File: config.mk
export PLATFORM = sky130hd
export DESIGN_NAME = instr_fetch_ctrl
export DESIGN_NICKNAME = d
export VERILOG_FILES = /design/src/rtl/fetch_pkg.sv /design/src/rtl/fetch_fifo.sv /design/src/rtl/instr_fetch_ctrl.sv
export SDC_FILE = /design/constraint.sdc
export NUM_CORES = 1
export LEC_CHECK = 0
export ABC_AREA = 1
export ABC_CLOCK_PERIOD_IN_PS = 1500
export CORE_MARGIN = 2
export CORE_UTILIZATION = 51
export DETAILED_ROUTE_END_ITERATION = 10
export PLACE_DENSITY = 0.8
export REMOVE_ABC_BUFFERS = 1
export SYNTH_ARGS = -nofsm -noshare
export SYNTH_HDL_FRONTEND = slang
export SYNTH_SLANG_ARGS = --single-unit
File: constraint.sdc
create_clock -name clk -period 1.5 [get_ports clk]
set_clock_uncertainty 0.15 [all_clocks]
set_input_delay 0.15 -clock clk [delete_from_list [all_inputs] [get_ports clk]]
set_output_delay 0.15 -clock clk [all_outputs]
set_load 0.1 [all_outputs]
File: src/rtl/fetch_pkg.sv
// Shared constants and buffer-entry type for the instruction fetch controller.
package fetch_pkg;

  localparam int PC_W_DEF  = 10;
  localparam int INS_W_DEF = 16;
  localparam int DEPTH_DEF = 2;

  typedef struct packed {
    logic [PC_W_DEF-1:0]  pc;
    logic [INS_W_DEF-1:0] ins;
  } fetch_entry_t;

  // Unprogrammed memory reads back as this word.
  localparam logic [INS_W_DEF-1:0] HALT_WORD = '0;

endpackage

File: src/rtl/fetch_fifo.sv
// DEPTH-entry prefetch buffer with push/pop/flush and an occupancy count.
// Entry type is a parameter so the owner can widen pc/ins fields.
module fetch_fifo
  import fetch_pkg::*;
#(
  parameter int  DEPTH   = DEPTH_DEF,
  parameter type entry_t = fetch_entry_t
) (
  input  logic                   clk,
  input  logic                   rst_n,
  input  logic                   push,
  input  logic                   pop,
  input  logic                   flush,
  input  entry_t                 pushEntry,
  output entry_t                 headEntry,
  output logic [$clog2(DEPTH):0] count
);

  localparam int AW = $clog2(DEPTH);

  entry_t        mem [DEPTH];
  logic [AW-1:0] rdPtr;
  logic [AW-1:0] wrPtr;

  // DEPTH is a power of two, so the pointers wrap naturally.
  always_ff @(posedge clk or negedge rst_n) begin
    if (!rst_n) begin
      for (int i = 0; i < DEPTH; i++) mem[i] <= '0;
      rdPtr <= '0;
      wrPtr <= '0;
      count <= '0;
    end else if (flush) begin
      rdPtr <= '0;
      wrPtr <= '0;
      count <= '0;
    end else begin
      if (push) begin
        mem[wrPtr] <= pushEntry;
        wrPtr      <= wrPtr + 1'b1;
      end
      if (pop) rdPtr <= rdPtr + 1'b1;
      if (push && !pop)      count <= count + 1'b1;
      else if (pop && !push) count <= count - 1'b1;
    end
  end

  assign headEntry = mem[rdPtr];

endmodule

File: src/rtl/instr_fetch_ctrl.sv
// Instruction fetch controller: PC, push decision, redirect priority and
// optional halt-on-zero-word (build macro FETCH_HALT_ON_ZERO_EN).
module instr_fetch_ctrl
  import fetch_pkg::*;
#(
  parameter int PC_W  = PC_W_DEF,
  parameter int INS_W = INS_W_DEF,
  parameter int DEPTH = DEPTH_DEF
) (
  input  logic             clk,
  input  logic             rst_n,
  output logic [PC_W-1:0]  im_pc,
  input  logic [INS_W-1:0] im_ins,
  output logic [INS_W-1:0] ins_out,
  output logic [PC_W-1:0]  ins_pc,
  output logic             ins_valid,
  input  logic             ins_ready,
  input  logic             redirect,
  input  logic [PC_W-1:0]  redirect_pc,
  output logic             halted
);

  typedef struct packed {
    logic [PC_W-1:0]  pc;
    logic [INS_W-1:0] ins;
  } entry_t;

  localparam int                CW   = $clog2(DEPTH) + 1;
  localparam logic [CW-1:0]     FULL = CW'(DEPTH);

  logic [PC_W-1:0] pc;
  logic [CW-1:0]   count;
  entry_t          head;
  entry_t          tail;
  logic            pop;
  logic            push;
  logic            room;
  logic            haltReg;
  logic            isHaltWord;

  // Handshake: the head transfers on a rising edge where ins_valid and
  // ins_ready are both 1; head data is held while ins_valid=1, ins_ready=0.
  assign ins_valid = (count != '0) && !redirect;
  assign pop       = ins_valid && ins_ready;
  assign room      = (count < FULL) || pop;
  assign push      = !haltReg && !redirect && room && !isHaltWord;

  assign tail.pc  = pc;
  assign tail.ins = im_ins;

  always_ff @(posedge clk or negedge rst_n) begin
    if (!rst_n)        pc <= '0;
    else if (redirect) pc <= redirect_pc;
    else if (push)     pc <= pc + 1'b1;
  end

`ifdef FETCH_HALT_ON_ZERO_EN
  assign isHaltWord = (im_ins == INS_W'(HALT_WORD));

  // The zero word halts fetch only at the point it would have been pushed.
  always_ff @(posedge clk or negedge rst_n) begin
    if (!rst_n)                               haltReg <= 1'b0;
    else if (redirect)                        haltReg <= 1'b0;
    else if (!haltReg && room && isHaltWord)  haltReg <= 1'b1;
  end
`else
  assign isHaltWord = 1'b0;
  assign haltReg    = 1'b0;
`endif

  fetch_fifo #(
    .DEPTH   (DEPTH),
    .entry_t (entry_t)
  ) u_fifo (
    .clk       (clk),
    .rst_n     (rst_n),
    .push      (push),
    .pop       (pop),
    .flush     (redirect),
    .pushEntry (tail),
    .headEntry (head),
    .count     (count)
  );

  assign im_pc   = pc;
  assign ins_out = head.ins;
  assign ins_pc  = head.pc;
  assign halted  = haltReg;

endmodule
==> impl_metrics.json <==
{
  "cp_max_fo": 9,
  "final_nets": 479,
  "synth_fa_ha_area_share_pct": 0.381,
  "drt-vias-per-instance": 5.60,
  "drtPass1Iterations": 5,
  "max_freq_mhz": 538,
  "min_period_ns": 1.86,
  "vdd_drop_max_v": 0.00128,
  "setup_viol_count_final": 87,
  "layout_common_cells": "dfrtp_1 (64), o21ai_2 (44), buf_12 (44)",
  "area_growth_pct": 64.8,
  "crit_required_ns": 1.20,
  "netlist_area_sq_mm": 0.00329,
  "wl_per_cell_microns": 20.3,
  "yosysWarnings": 0,
  "grt_pass1_wl_microns": 12700,
  "wirelength_microns": 10800,
  "clock-sinks": 66,
  "pin_count": 68,
  "cp-end-kind": "output pin",
  "synth_top_family_by_area": "compound AO/OA/AOI/OAI gates",
  "synthSimpleGateAreaFrac_pct": 15.5,
  "drc": 0,
  "fin_ws_ns": -0.358,
  "grt_overflow": 0,
  "synth_compound_area_share_pct": 16.3,
  "arrival_ns": 1.56,
  "min_path_type": "input port to asynchronous set/reset pin",
  "synth_xor_area_share_pct": 0,
  "cts-buffers-inserted": 9,
  "routabilityCongestion": 0.909,
  "dieArea_sq_mm": 0.00710,
  "synthCells": 337,
  "p_leak_nw": 2.56,
  "drv_slew": 0,
  "portBuffers": 66,
  "rsz0062_at_grt": "yes",
  "antenna_found_initial": 0,
  "num_rows": 29,
  "failed_checks": "setup timing",
  "r2r_cells": 5,
  "cp-start-kind": "flip-flop",
  "grt_usage_pct": 22.6,
  "via_count": 2968,
  "drive_above_1_share_pct": 53.4,
  "core_sq_mm": 0.00628,
  "worstSkewPairLatency_ns": 0.36,
  "hpwlAfterDp_microns": 5250,
  "tritoncts": "done",
  "r2r_slack_ns": -0.18,
  "crit_type": "flip-flop to output pin",
  "grt_max_degree": 31,
  "ys_ff_latch": 66,
  "postRouteAntennaNets": 0,
  "start_util_pct": 52.3,
  "maxCapViolations": 0,
  "whs_ns": 0.118,
  "path_clk_slew_ns": 0.08,
  "powerDensity_mw_per_mm2": 1490,
  "fill_cells": 286,
  "outcome": "finished with violations",
  "clockBufferDepth": 2,
  "cts_root_buffer": "clkbuf_8",
  "yosysSeqAreaShare_pct": 50.3,
  "r2r-end": "u_fifo.mem[10]",
  "synth_cell_type_count": 26,
  "reg2reg_from": "u_fifo.count[1]",
  "layout_commonest_cell": "dfrtp_1",
  "die_y_microns": 84.3,
  "synth_mux_area_share_pct": 8.91,
  "dr.first_iter.drc_count": 252,
  "avgSynthCellArea_sq_um": 9.75,
  "diodes": 0,
  "hold_violations": 0,
  "power.total_mw": 8.08,
  "die_w_microns": 84.3,
  "h-tree-depth": 3,
  "grt_pass1_vias": 2674,
  "fin_crit_sh_pct": 124
}
[registers in the layout, summed over array words and instances, names as in the netlist]
name,cells
u_fifo.mem,52
im_pc,10
u_fifo.count,2
u_fifo.rdPtr,1
u_fifo.wrPtr,1
[metal layers]
metal / wire length, microns / GRT usage [%] / share of wire (%)
met5: 0 / 0 / 0
met4: 257 / 7.04 / 2.4
met3: 642 / 5.70 / 6.0
met2: 5480 / 35.9 / 51
met1: 4400 / 30.9 / 41
[what timing repair did]
action | 4_1_cts | 5_1_grt
pin swaps | 2 | 9
hold buffers | 1 | 0
gates cloned | 0 | 14
setup buffers | 3 | 7
endpoints found under the hold margin | 66 | 0
endpoints found under the setup margin | 28 | 46
resized for setup | 9 | 99
[per-stage QoR]
step	instance area (sq um)	worst slack [ns]	utilization, %	cells	setup TNS (ns)
after floorplan	3140	-0.967	-	322	-16.46
after global placement	4540	-0.114	72.3	490	-5.86
after detailed placement	4540	-0.171	72.3	490	-7.93
after CTS	4760	-0.328	75.9	509	-8.04
after global routing	5420	-0.377	86.3	530	-13.83
final	5420	-0.358	86.3	530	-11.60
[how the worst max path moves through the flow]
| stage | from | to | slack, ns | depth (start not counted) |
|---|---|---|---|---|
| after floorplan | u_fifo.count[1] | u_fifo.rdPtr | -0.97 | 4 |
| after global placement | redirect | u_fifo.mem[49] | -0.11 | 6 |
| after detailed placement | redirect | u_fifo.mem[30] | -0.17 | 6 |
| after CTS | u_fifo.rdPtr | ins_pc[9] | -0.33 | 3 |
| after global routing | u_fifo.rdPtr | ins_pc[4] | -0.38 | 3 |
| final | u_fifo.rdPtr | ins_pc[4] | -0.36 | 3 |
[where the power goes]
part | internal, mW | total [mW] | switching, mW
Clock | 0.592 | 1.36 | 0.766
Combinational | 1.69 | 4.25 | 2.57
Sequential | 2.13 | 2.47 | 0.335
[critical path, cell delays in order (launching register included)]
cell       delay (ns)
dfrtp_2          0.46
clkbuf_16        0.21
mux2_2           0.36
buf_12           0.17
[logic make-up (layout without fill, tap and decap cells)]
| logic type | Yosys count | after routing |
|---|---|---|
| AOI/OAI and AO/OA | 68 | 68 |
| buffers and inverters | 51 | 166 |
| muxes | 26 | 26 |
| DFF | 66 | 66 |
| adders and majority gates | 1 | 1 |
| and+or+nand+nor | 124 | 125 |
| other | 1 | 1 |
[synthesized netlist by cell type]
cell,n,area (sq um)
conb_1,1,3.75
clkbuf_1,1,3.75
nand2_1,94,353
clkinv_1,1,3.75
ha_1,1,12.5
buf_6,8,90.1
o21ai_1,6,30.0
nor2_1,10,37.5
nor2_4,1,11.3
nand4_1,1,6.26
clkbuf_8,2,27.5
a21oi_4,1,16.3
mux2_2,26,293
a211oi_1,1,7.51
o31ai_1,1,7.51
nand3_1,16,80.1
nand2_4,2,22.5
o21ai_2,47,412
inv_1,33,124
o21a_1,1,7.51
a21oi_1,4,20.0
buf_4,1,7.51
buf_2,3,15.0
dfrtp_1,66,1650
inv_2,2,7.51
o21ai_0,7,35.0
[area by class of cell]
type / count / area (sq um) / share of cell area [%]
Multi-Input combinational cell: 221 / 1690 / 31.2
Timing Repair Buffer: 114 / 1670 / 30.8
Sequential cell: 66 / 1650 / 30.5
Inverter: 36 / 138 / 2.54
Clock buffer: 9 / 124 / 2.29
Tap cell: 77 / 96.3 / 1.78
Clock inverter: 7 / 46.3 / 0.855
Power figures use the tool's default switching activity.
